<file path="src/rtl/sum_tx_streamer_pkg.sv">
// Shared constants and state encodings for the sum RAM -> UART frame streamer.
// Kept separate so the beamformer controller can decode the same state values.
package sum_tx_streamer_pkg;

    localparam int         DEF_DEPTH  = 768;
    localparam int         DEF_ADDR_W = 10;
    localparam int         DEF_RD_LAT = 2;
    localparam logic [7:0] DEF_SYNC   = 8'hA5;

    typedef enum logic [3:0] {
        ST_IDLE    = 4'd0,
        ST_HDR     = 4'd1,
        ST_FETCH   = 4'd2,
        ST_WAIT_RD = 4'd3,
        ST_SEND    = 4'd4,
        ST_WAIT_HI = 4'd5,
        ST_WAIT_LO = 4'd6,
        ST_NEXT    = 4'd7,
        ST_CSUM    = 4'd8,
        ST_DONE    = 4'd9
    } state_t;

    // Which part of the frame the byte currently in flight belongs to.
    typedef enum logic [1:0] {
        K_HDR  = 2'd0,
        K_DATA = 2'd1,
        K_CSUM = 2'd2
    } byte_kind_t;

endpackage

</file>
<file path="src/rtl/sum_tx_streamer_tx_byte_handshake.sv">
// One-byte UART TX handshake: request when the UART is idle, then wait for
// busy to rise and fall again before reporting the byte as finished.
module tx_byte_handshake
    import sum_tx_streamer_pkg::*;
(
    input  logic       clk,
    input  logic       reset,
    input  logic [7:0] tx_byte,
    input  logic       go,
    input  logic       tx_busy,
    output logic       tx_start,
    output logic [7:0] tx_data,
    output logic       byte_done,
    output logic [3:0] phase
);

    state_t     hs_state;
    state_t     hs_state_n;
    logic       load;
    logic [7:0] data_q;

    always_ff @(posedge clk or negedge reset) begin
        if (!reset) begin
            hs_state <= ST_IDLE;
            data_q   <= '0;
        end else begin
            hs_state <= hs_state_n;
            if (load) data_q <= tx_byte;
        end
    end

    // go is accepted in the cycle byte_done fires so back-to-back bytes need no idle gap.
    always_comb begin
        hs_state_n = hs_state;
        tx_start   = 1'b0;
        byte_done  = 1'b0;
        load       = 1'b0;
        unique case (hs_state)
            ST_IDLE: begin
                if (go) begin
                    load       = 1'b1;
                    hs_state_n = ST_SEND;
                end
            end
            ST_SEND: begin
                if (!tx_busy) begin
                    tx_start   = 1'b1;
                    hs_state_n = ST_WAIT_HI;
                end
            end
            ST_WAIT_HI: begin
                if (tx_busy) hs_state_n = ST_WAIT_LO;
            end
            ST_WAIT_LO: begin
                if (!tx_busy) begin
                    byte_done  = 1'b1;
                    hs_state_n = ST_IDLE;
                    if (go) begin
                        load       = 1'b1;
                        hs_state_n = ST_SEND;
                    end
                end
            end
            default: hs_state_n = ST_IDLE;
        endcase
    end

    assign tx_data = data_q;
    assign phase   = hs_state;

endmodule

</file>
<file path="src/rtl/sum_tx_streamer.sv">
// Streams one frame (SYNC, DEPTH 40-bit sums MSB first, XOR checksum) from the
// sum RAM to a byte-wide UART transmitter, one frame per start rising edge.
module sum_tx_streamer
    import sum_tx_streamer_pkg::*;
#(
    parameter int         DEPTH  = DEF_DEPTH,
    parameter int         ADDR_W = DEF_ADDR_W,
    parameter int         RD_LAT = DEF_RD_LAT,
    parameter logic [7:0] SYNC   = DEF_SYNC
) (
    input  logic              clk,
    input  logic              reset,
    input  logic              start,
    output logic              rd_en,
    output logic [ADDR_W-1:0] rd_addr,
    input  logic [39:0]       rd_data,
    output logic              tx_start,
    output logic [7:0]        tx_data,
    input  logic              tx_busy,
    output logic              busy,
    output logic              done,
    output logic [7:0]        checksum,
    output logic [3:0]        state_dbg
);

    localparam int                CNT_W    = (RD_LAT < 2) ? 1 : $clog2(RD_LAT + 1);
    localparam logic [CNT_W-1:0]  LAT_CNT  = CNT_W'(RD_LAT);
    localparam logic [ADDR_W-1:0] LAST_IDX = ADDR_W'(DEPTH - 1);

    state_t            state;
    state_t            state_n;
    byte_kind_t        kind;
    byte_kind_t        kind_n;
    logic [ADDR_W-1:0] word_idx;
    logic [2:0]        byte_cnt;
    logic [CNT_W-1:0]  rd_cnt;
    logic [39:0]       shreg;
    logic [7:0]        csum;
    logic              start_q;
    logic              start_rise;

    logic              go;
    logic [7:0]        hs_byte;
    logic              byte_done;
    logic [3:0]        hs_phase;
    logic              clr_frame;
    logic              ld_word;
    logic              shift_byte;
    logic              inc_word;

    assign start_rise = start & ~start_q;

    always_ff @(posedge clk or negedge reset) begin
        if (!reset) begin
            state    <= ST_IDLE;
            kind     <= K_HDR;
            word_idx <= '0;
            byte_cnt <= '0;
            rd_cnt   <= '0;
            shreg    <= '0;
            csum     <= '0;
            start_q  <= 1'b0;
        end else begin
            state   <= state_n;
            kind    <= kind_n;
            start_q <= start;
            if (clr_frame)     word_idx <= '0;
            else if (inc_word) word_idx <= word_idx + 1'b1;
            if (ld_word)         byte_cnt <= '0;
            else if (shift_byte) byte_cnt <= byte_cnt + 3'd1;
            if (state == ST_FETCH)        rd_cnt <= CNT_W'(1);
            else if (state == ST_WAIT_RD) rd_cnt <= rd_cnt + 1'b1;
            if (ld_word)         shreg <= {rd_data[31:0], 8'h00};
            else if (shift_byte) shreg <= {shreg[31:0], 8'h00};
            // Only data bytes feed the checksum; SYNC and the checksum byte do not.
            if (clr_frame)                  csum <= '0;
            else if (ld_word || shift_byte) csum <= csum ^ hs_byte;
        end
    end

    always_comb begin
        state_n    = state;
        kind_n     = kind;
        go         = 1'b0;
        hs_byte    = shreg[39:32];
        clr_frame  = 1'b0;
        ld_word    = 1'b0;
        shift_byte = 1'b0;
        inc_word   = 1'b0;
        rd_en      = 1'b0;
        unique case (state)
            ST_IDLE: begin
                if (start_rise) begin
                    clr_frame = 1'b1;
                    state_n   = ST_HDR;
                end
            end
            ST_HDR: begin
                go      = 1'b1;
                hs_byte = SYNC;
                kind_n  = K_HDR;
                state_n = ST_SEND;
            end
            ST_FETCH: begin
                rd_en   = 1'b1;
                state_n = ST_WAIT_RD;
            end
            ST_WAIT_RD: begin
                if (rd_cnt == LAT_CNT) begin
                    ld_word = 1'b1;
                    go      = 1'b1;
                    hs_byte = rd_data[39:32];
                    kind_n  = K_DATA;
                    state_n = ST_SEND;
                end
            end
            ST_SEND: begin
                if (byte_done) begin
                    unique case (kind)
                        K_HDR:  state_n = ST_FETCH;
                        K_DATA: begin
                            if (byte_cnt == 3'd4) begin
                                state_n = ST_NEXT;
                            end else begin
                                shift_byte = 1'b1;
                                go         = 1'b1;
                            end
                        end
                        K_CSUM:  state_n = ST_DONE;
                        default: state_n = ST_IDLE;
                    endcase
                end
            end
            ST_NEXT: begin
                if (word_idx == LAST_IDX) begin
                    state_n = ST_CSUM;
                end else begin
                    inc_word = 1'b1;
                    state_n  = ST_FETCH;
                end
            end
            ST_CSUM: begin
                go      = 1'b1;
                hs_byte = csum;
                kind_n  = K_CSUM;
                state_n = ST_SEND;
            end
            ST_DONE: state_n = ST_IDLE;
            default: state_n = ST_IDLE;
        endcase
    end

    tx_byte_handshake u_hs (
        .clk       (clk),
        .reset     (reset),
        .tx_byte   (hs_byte),
        .go        (go),
        .tx_busy   (tx_busy),
        .tx_start  (tx_start),
        .tx_data   (tx_data),
        .byte_done (byte_done),
        .phase     (hs_phase)
    );

    assign rd_addr  = word_idx;
    assign busy     = (state != ST_IDLE);
    assign done     = (state == ST_DONE);
    assign checksum = csum;
    // While a byte is in flight the handshake phase gives the finer-grained state.
    assign state_dbg = (state == ST_SEND && hs_phase != ST_IDLE) ? hs_phase : state;

endmodule
</file>
<file path="config.mk">
export PLATFORM = sky130hd
export DESIGN_NAME = sum_tx_streamer
export DESIGN_NICKNAME = d
export VERILOG_FILES = /design/src/rtl/sum_tx_streamer_pkg.sv /design/src/rtl/sum_tx_streamer_tx_byte_handshake.sv /design/src/rtl/sum_tx_streamer.sv
export SDC_FILE = /design/constraint.sdc
export NUM_CORES = 1
export LEC_CHECK = 0
export BUFFER_PORTS_ARGS = -buffer_cell sky130_fd_sc_hd__buf_2
export CORE_ASPECT_RATIO = 1.5
export CORE_UTILIZATION = 54
export DETAILED_ROUTE_END_ITERATION = 16
export PLACE_DENSITY = 0.79
export SLEW_MARGIN = 20
export SYNTH_ARGS = -nofsm -noshare
export SYNTH_HDL_FRONTEND = slang
export SYNTH_SLANG_ARGS = --single-unit
</file>
<file path="constraint.sdc">
create_clock -name clk -period 2.35 [get_ports clk]
set_clock_uncertainty 0.05 [all_clocks]
set_input_delay 0.235 -clock clk [delete_from_list [all_inputs] [get_ports clk]]
set_output_delay 0.235 -clock clk [all_outputs]
set_load 0.03 [all_outputs]
</file>
==> flow_summary.toml, run 1 <==
[placement]
gp_congestion = 0.855
dp_hpwl_mm = 5.80
portBuffers = 77
dpl_cell_area_sq_um = 4040
dp.cells = 492
post-place-ws_ns = -0.0361

[floorplanning]
start_util_pct = 55.6
die_area_sq_um = 6970
fp.coreArea_sq_um = 6440
rows = 36
pin_count = 78
fp.dieW_microns = 68.5
fp.dieH_microns = 102

[logic_synthesis]
ys_top_cells_by_area = "dfrtp_1 51%, nand2_1 6.3%, a22oi_1 5.2%"
synth.cell_area_sq_um = 3580
synth-seq-cells = 73
netlist.top_cell.by_area = "dfrtp_1"
syn_inst = 350
async_reset_ff_share_pct = 100
synth_warnings = 0
synthFlopType = "dfrtp_1"
synth_enable_flop_cells = 0
yosys.area.top_type_share_pct = 51.0
syn-num-nets = 403
synth_seq_area_share_pct = 51.0
syn-mean-instance-area_sq_um = 10.2
synth_cell_type_count = 50

[finish]
finalInstanceArea_sq_um = 4340
diodes = 0
area_growth_syn_to_layout_pct = 21.1
drive_above_1_share_pct = 26.7
instances_no_fill = 511
nNetsFinal = 483
fin_util_pct = 67.3

[worst_setup_path]
critPathArrivalTime_ns = 2.42
path_class = "reg2reg"
endpoint_kind = "flop"
cp.required_ns = 2.56
start_kind = "flop"
worstPathMaxFanout = 15
r2r_slack_ns = 0.13

[sta]
tightest_slew_ns = 0.673
clock.fmax_ghz = 0.451
holdWs_ns = 0.0501
maxSlewViolCount = 0
min_period_ns = 2.22
rsz0062_at_grt = "no"
slew_headroom_pct = 55.0
final_hold_viol_count = 0
worst_slack_ns = 0.134
finalSetupViolations = 0
fin_crit_sh_pct = 94.3

[route]
antenna_left = 0
drt_iter0_drc = 211
routedWlPerCell_microns = 16.9
vias_per_cell = 5.91
drc = 0
vias = 3020
routed_wl_mm = 8.62
drtPass1Iterations = 7

[outcome]
status = "completed"

[power_and_ir_drop]
power_per_cell_area_nw_per_um2 = 1160
peakVddDrop_uv = 635
leakage_uw = 0.00223

[hold_path]
hold_path_class = "in2reg"

[cts]
numCtsBuffers = 9
clock_sinks = 73
cts_tree = "yes"
clockBufferDepth = 2
cts_root_buf = "clkbuf_8"
clk_latency_ns = 0.35
htree_num_levels = 3
clk_pin_slew_worst_paths_ns = 0.07

[global_route]
antenna_found_initial = 0
grt_pass1_vias = 3090
grt_remaining_overflow = 0
grt_pass1_wl_mm = 14.2
grt_max_degree = 50
track_usage_pct = 28.0

[run]
maxCapViolCount = 0
==> critical path: stages, from the launching register on <==
cell and delay (ns):
dfrtp_1 0.64, nor4bb_1 0.13, and2_2 0.28, buf_4 0.20, a222oi_1 0.55, o211ai_1 0.16
o31ai_1 0.10
==> power breakdown <==
part	leakage, uW	internal (uW)	switching (uW)
clock	0.000120	733	466
combinational	0.00119	675	1060
sequential	0.000925	1710	393
total	0.00223	3120	1920
==> logic make-up after synthesis <==
logic type               synth area share [%]
AND/OR/NAND/NOR                          16.6
multiplexers                             2.83
AO/OA/AOI/OAI                            18.4
adder cells (fa/ha/maj)                  3.15
XOR/XNOR                                 2.69
buffers and inverters                    5.31
flip-flops                               51.0
==> Yosys cell counts (all sizes together) (2+ instances only) <==
cell    instances
nor4            3
xnor2           6
clkbuf          3
ha              9
nand3           6
o211ai          8
a222oi          8
and3            4
a21o            9
a21oi           4
nor4b           2
nor3            7
inv            18
nand3b          2
xor2            5
buf            19
a22oi          25
a22o            9
nand2b          3
a211oi          2
o21ai           5
nor2           23
nor3b           2
o31ai           8
nor2b           3
nand2          60
mux2i           9
dfrtp          73
==> final timing paths <==
kind,from,cells after the start,to
worst max-delay path,state[3],6,checksum[5]
worst min-delay path,rd_data[3],2,shreg[11]
worst max register to register,state[3],6,checksum[5]
worst min register to register,shreg[29],2,shreg[29]
max in group asynchronous,reset,3,shreg[15]
min in group asynchronous,reset,2,rd_cnt[1]
==> registers in the layout (all words and copies together), names as in the netlist <==
signal        flops
state             4
u_hs.phase        3
rd_addr          10
byte_cnt          3
checksum          8
start_q           1
shreg            32
rd_cnt            2
kind              2
u_hs.tx_data      8
==> cell type report <==
cell class,count,area [sq um]
fillers,514,2110
flip-flops and latches,73,1830
multi-input cells,238,1600
repair buffers,90,504
clock buffers,11,141
clock inverters,5,103
well taps,76,95.1
inverters,18,67.6
==> repair_timing <==
action,in CTS,in global routing
hold buffers,2,0
gates cloned,1,0
endpoints found under the hold margin,25,0
resized for setup,0,6
setup buffers,0,0
endpoints found under the setup margin,8,45
pin swaps,1,0
==> layer usage <==
| metal | GRT usage, % | vias up | share of wire, % |
|---|---|---|---|
| met4 | 13.9 | 0 | 3.9 |
| met2 | 46.7 | 115 | 53 |
| met1 | 31.8 | 1465 | 38 |
| li1 | - | 1415 | - |
| met3 | 8.00 | 25 | 5.0 |
| met5 | 0 | - | 0 |
==> layout by cell type (no fill, tap or decap), drive strengths merged, types with 2 or more instances in the layout <==
cell	n
xnor2	6
o211ai	8
nor4	3
nor2	24
and3	4
nand3	6
a22o	9
nand2b	3
a211oi	2
a21o	9
nor2b	3
a22oi	25
nor4b	2
a21oi	4
o21ai	5
o31ai	8
nand2	60
clkbuf	11
buf	88
nor3	7
ha	9
a222oi	8
xor2	5
dlygate4sd3	2
inv	18
nand3b	2
bufinv	3
nor3b	2
mux2i	9
dfrtp	73
==> metrics by stage <==
| stage | total power (uW) | setup TNS (ns) |
|---|---|---|
| floorplan | 3290 | 0 |
| CTS | 5040 | 0 |
| detailed placement | 3820 | -0.0668 |
| global placement | 3740 | 0 |
| finish | 5040 | 0 |
| global route | 5350 | 0 |
Note: power is estimated with default switching activity, not from simulation.
==> run 2, diff against run 1 <==
--- a/config.mk
+++ b/config.mk
@@ -9,7 +9,7 @@
 export CORE_ASPECT_RATIO = 1.5
 export CORE_UTILIZATION = 54
 export DETAILED_ROUTE_END_ITERATION = 16
-export PLACE_DENSITY = 0.79
+export PLACE_DENSITY = 0.89
 export SLEW_MARGIN = 20
 export SYNTH_ARGS = -nofsm -noshare
 export SYNTH_HDL_FRONTEND = slang
==> flow_summary.toml, run 2 (synthesized netlist as in run 1, its figures left out) <==
[route]
antenna_left = 0
drtPass1Iterations = 6
drc = 0
vias_per_cell = 5.91
drt_iter0_drc = 211
routedWlPerCell_microns = 16.3
routed_wl_mm = 8.29
vias = 3009

[cts]
clockBufferDepth = 2
clock_sinks = 73
cts_root_buf = "clkbuf_8"
htree_num_levels = 3
cts_tree = "yes"
clk_latency_ns = 0.34
cts_setup_buffers = 0
numCtsBuffers = 9
clk_pin_slew_worst_paths_ns = 0.07

[global_route]
grt_pass1_vias = 2993
grt_util_met3_pct = 5.97
track_usage_pct = 25.7
grt_use_met2_pct = 41.6
use_met1_pct = 30.3
grt_pass1_wl_mm = 13.2
grt_remaining_overflow = 0
grt_max_degree = 43
antenna_found_initial = 0
grt.busiest_layer = "met2"

[worst_setup_path]
r2r-start = "state[2]"
timing.rr.end = "u_hs.tx_data[0]"
cp.required_ns = 2.49
r2r_cells = 5
cp_top_family = "compound AO/OA/AOI/OAI gates"
cp.depth = 5
critPathArrivalTime_ns = 2.33
worstPathMaxFanout = 14
path_class = "reg2reg"
cp_slowest_stage_delay_ns = 0.56
worst-path-buf-inv = 1
path_cells = "inv_1 -> a32oi_4 -> nand2_1 -> a21o_1 -> mux2i_1"
crit_path_start = "state[2]"
start_kind = "flop"
endpoint_kind = "flop"
endpoint = "u_hs.tx_data[0]"
r2r_slack_ns = 0.16
crit_slowest_cell = "dfrtp_1"

[power_and_ir_drop]
p_clk_share_pct = 18.2
power_per_cell_area_nw_per_um2 = 1100
leakage_uw = 0.00220
p_total_uw = 4680
peakVddDrop_uv = 697
netSwitchingPower_uw = 1860
power_frac_comb_pct = 38.1
p_int_uw = 2820
swShare_pct = 39.7
sequentialPowerShare_pct = 43.7

[sta]
rsz0062_at_grt = "no"
fin_crit_sh_pct = 93.0
min_period_ns = 2.19
clock.fmax_ghz = 0.457
final_hold_viol_count = 0
tightest_slew_ns = 0.604
slew_headroom_pct = 59.6
maxSlewViolCount = 0
finalSetupViolations = 0

[finish]
instances_no_fill = 509
area_growth_syn_to_layout_pct = 18.6
largest_register = "shreg"
fin_util_pct = 65.9
final_common_cell = "buf_2"
nNetsFinal = 483
diodes = 0
largest_reg_flops = 32
num-fill-cells = 507
drive_above_1_share_pct = 25.6
mostFrequentLayoutCells = "77 x buf_2, 72 x dfrtp_1, 60 x nand2_1"

[floorplanning]
start_util_pct = 55.6
die_area_sq_um = 6970
rows = 36
fp.dieH_microns = 102
fp.dieW_microns = 68.5
pin_count = 78
fp.coreArea_sq_um = 6440

[outcome]
status = "completed"

[placement]
portBuffers = 77
dp.cells = 492
gp_congestion = 0.910
dp_hpwl_mm = 5.70

[hold_path]
hold_path_class = "in2reg"

[run]
maxCapViolCount = 0
==> run 2: timing repair <==
item / in CTS / in global routing
hold endpoints to repair: 32 / 0
setup endpoints to repair: 7 / 49
resized for setup: 0 / 6
gates cloned: 1 / 0
pin swaps: 1 / 0
hold buffers: 2 / 0
==> run 2: per-stage QoR <==
step	instance area, sq um	setup slack [ns]	TNS [ns]	hold slack [ns]
detailed placement	4030	-0.00378	-0.00378	0.0237
floorplan	3580	0.273	0	-0.111
CTS	4220	0.00758	0	0.0538
global placement	4030	0.132	0	0.0192
global route	4250	0.00738	0	0.0567
finish	4250	0.164	0	0.0656
==> run 2: power groups by stage <==
stage	logic, uW	clock network [uW]	registers, uW
final	1780	853	2040
after global routing	1960	913	2100
after CTS	1760	872	2040
after detailed placement	1750	0	2050
after global placement	1690	0	2030
after floorplan	1100	0	2190
==> run 2: how the worst min path moves through the flow <==
stage                     startpoint         endpoint  cells past startpoint
after floorplan                reset      byte_cnt[0]                      0
after global placement         reset  u_hs.tx_data[0]                      1
after detailed placement       reset  u_hs.tx_data[0]                      1
after CTS                 rd_data[6]        shreg[14]                      2
after global routing      rd_data[1]         shreg[9]                      2
final                     rd_data[6]        shreg[14]                      2
==> run 2: final cells by class <==
type	count	area (sq um)	area share, %
tap	76	95.1	2.24
clock buffer	14	163	3.83
inverter	18	67.6	1.59
sequential	73	1830	43.1
multi-input combinational	238	1600	37.7
timing repair buffer	90	492	11.6
==> run 2: per-layer routing <==
metal / vias to the layer above / wire length, microns
li1: 1414 / -
met4: 0 / 270
met5: - / 0
met2: 109 / 4290
met3: 24 / 502
met1: 1462 / 3230
==> run 3, diff against run 2 <==
--- a/config.mk
+++ b/config.mk
@@ -9,6 +9,7 @@
 export CORE_ASPECT_RATIO = 1.5
 export CORE_UTILIZATION = 54
 export DETAILED_ROUTE_END_ITERATION = 16
+export GPL_TIMING_DRIVEN = 0
 export PLACE_DENSITY = 0.89
 export SLEW_MARGIN = 20
 export SYNTH_ARGS = -nofsm -noshare
==> flow_summary.toml, run 3 (synthesized netlist as in run 1, its figures left out) <==
[worst_setup_path]
cp.required_ns = 2.56
worstPathMaxFanout = 10
path_class = "reg2reg"
cp_slowest_stage_delay_ns = 0.53
critPathArrivalTime_ns = 2.36
endpoint_kind = "flop"
start_kind = "flop"
cp_top_family = "compound AO/OA/AOI/OAI gates"
path_cells = "nor2b_2 -> a32oi_2 -> buf_6 -> a222oi_1 -> o211ai_1 -> o31ai_1"
crit_slowest_cell = "a222oi_1"
worst-path-buf-inv = 1

[finish]
drive_above_1_share_pct = 26.5
diodes = 0
mostFrequentLayoutCells = "90 x buf_2, 73 x dfrtp_1, 60 x nand2_1"
nNetsFinal = 494
largest_register = "shreg"
fin_util_pct = 67.1
final_common_cell = "buf_2"
largest_reg_flops = 32
area_growth_syn_to_layout_pct = 20.7
num-fill-cells = 504

[floorplanning]
die_area_sq_um = 6970
fp.coreArea_sq_um = 6440
fp.dieH_microns = 102
start_util_pct = 55.6
fp.dieW_microns = 68.5
pin_count = 78
rows = 36

[global_route]
grt_remaining_overflow = 0
grt_pass1_vias = 3141
antenna_found_initial = 0
track_usage_pct = 27.4
grt_max_degree = 48
grt_pass1_wl_mm = 14.0

[hold_path]
hold_path_class = "in2reg"

[sta]
finalSetupViolations = 0
final_hold_viol_count = 0
min_period_ns = 2.16
tns_ns = 0
rsz0062_at_grt = "no"
maxSlewViolCount = 0
clock.fmax_ghz = 0.464
fin_crit_sh_pct = 91.7
tightest_slew_ns = 0.633
slew_headroom_pct = 57.7

[cts]
cts_tree = "yes"
clock_sinks = 73
clk_pin_slew_worst_paths_ns = 0.07
clk_latency_ns = 0.36
clockBufferDepth = 2
cts_root_buf = "clkbuf_8"
cts_setup_buffers = 0
htree_num_levels = 3
numCtsBuffers = 9

[placement]
portBuffers = 77
gp_congestion = 0.923
dp_hpwl_mm = 6.22

[route]
vias = 3071
vias_per_cell = 5.88
routed_wl_mm = 8.56
drc = 0
antenna_left = 0
drtPass1Iterations = 5
routedWlPerCell_microns = 16.4
drt_iter0_drc = 208

[run]
maxCapViolCount = 0

[power_and_ir_drop]
leakage_uw = 0.00225
power_per_cell_area_nw_per_um2 = 1120
p_total_uw = 4820
peakVddDrop_uv = 570

[outcome]
status = "completed"
## run 3: cell types whose count changed in the layout (fill, tap and decap cells not counted), moves of 2 or more
cell / before / now
buf_2: 77 / 90
buf_4: 10 / 3
clkinvlp_4: 0 / 3
clkbuf_1: 3 / 5
nor2_4: 2 / 0
## run 3: repair_timing
action | 4_1_cts | 5_1_grt
setup endpoints to repair | 0 | 2
hold buffers | 2 | 0
hold endpoints to repair | 27 | 0
gates resized for setup | 0 | 2
## run 3: where the power goes
| part | leakage [uW] | internal [uW] | total [uW] | switching, uW |
|---|---|---|---|---|
| sequential | 0.000926 | 1710 | 2020 | 313 |
| clock | 0.0000888 | 520 | 987 | 468 |
| combinational | 0.00123 | 681 | 1810 | 1130 |
## run 3: path summary, 6_finish.rpt
kind	slack (ns)	from	depth (start not counted)	endpoint
min	0.05	rd_data[3]	2	shreg[11]
max in group asynchronous	1.42	reset	3	shreg[13]
max reg2reg	0.19	state[3]	6	checksum[4]
max	0.19	state[3]	6	checksum[4]
min in group asynchronous	0.28	reset	2	u_hs.tx_data[0]
min reg2reg	0.43	shreg[20]	2	shreg[20]
## run 3: metrics by stage
stage | hold slack, ns | std cells | instance area [sq um] | worst slack [ns]
finish | 0.0498 | 522 | 4320 | 0.194
global placement | 0.305 | 503 | 4060 | 0.287
floorplan | -0.111 | 350 | 3580 | 0.273
detailed placement | 0.128 | 504 | 4090 | 0.200
CTS | 0.0392 | 522 | 4310 | 0.165
global route | 0.0452 | 522 | 4320 | 0.0529
## run 3: layout make-up
cell class              count  area (sq um)  area share, %
clock buffers              12           145           3.36
plain buffers              22           123           2.84
flip-flops and latches     73          1830           42.3
well taps                  76          95.1           2.20
multi-input cells         237          1570           36.4
clock inverters             4          52.6           1.22
repair buffers             80           435           10.1
inverters                  18          67.6           1.56
## run 3: worst reg2reg max path, delay by kind of cell, from the launching register on
kind                   cells  cell delay [ns]
AOI/OAI and AO/OA          4             1.03
buffers and inverters      1             0.20
DFF                        1             0.48
and+or+nand+nor            1             0.31
## run 3: routing by layer
metal | global-route usage, % | up-vias | share of wire [%]
met5 | 0 | - | 0
met4 | 17.9 | 0 | 4.6
met3 | 5.74 | 36 | 5.7
met2 | 46.5 | 121 | 53
met1 | 29.8 | 1479 | 37
li1 | - | 1435 | -
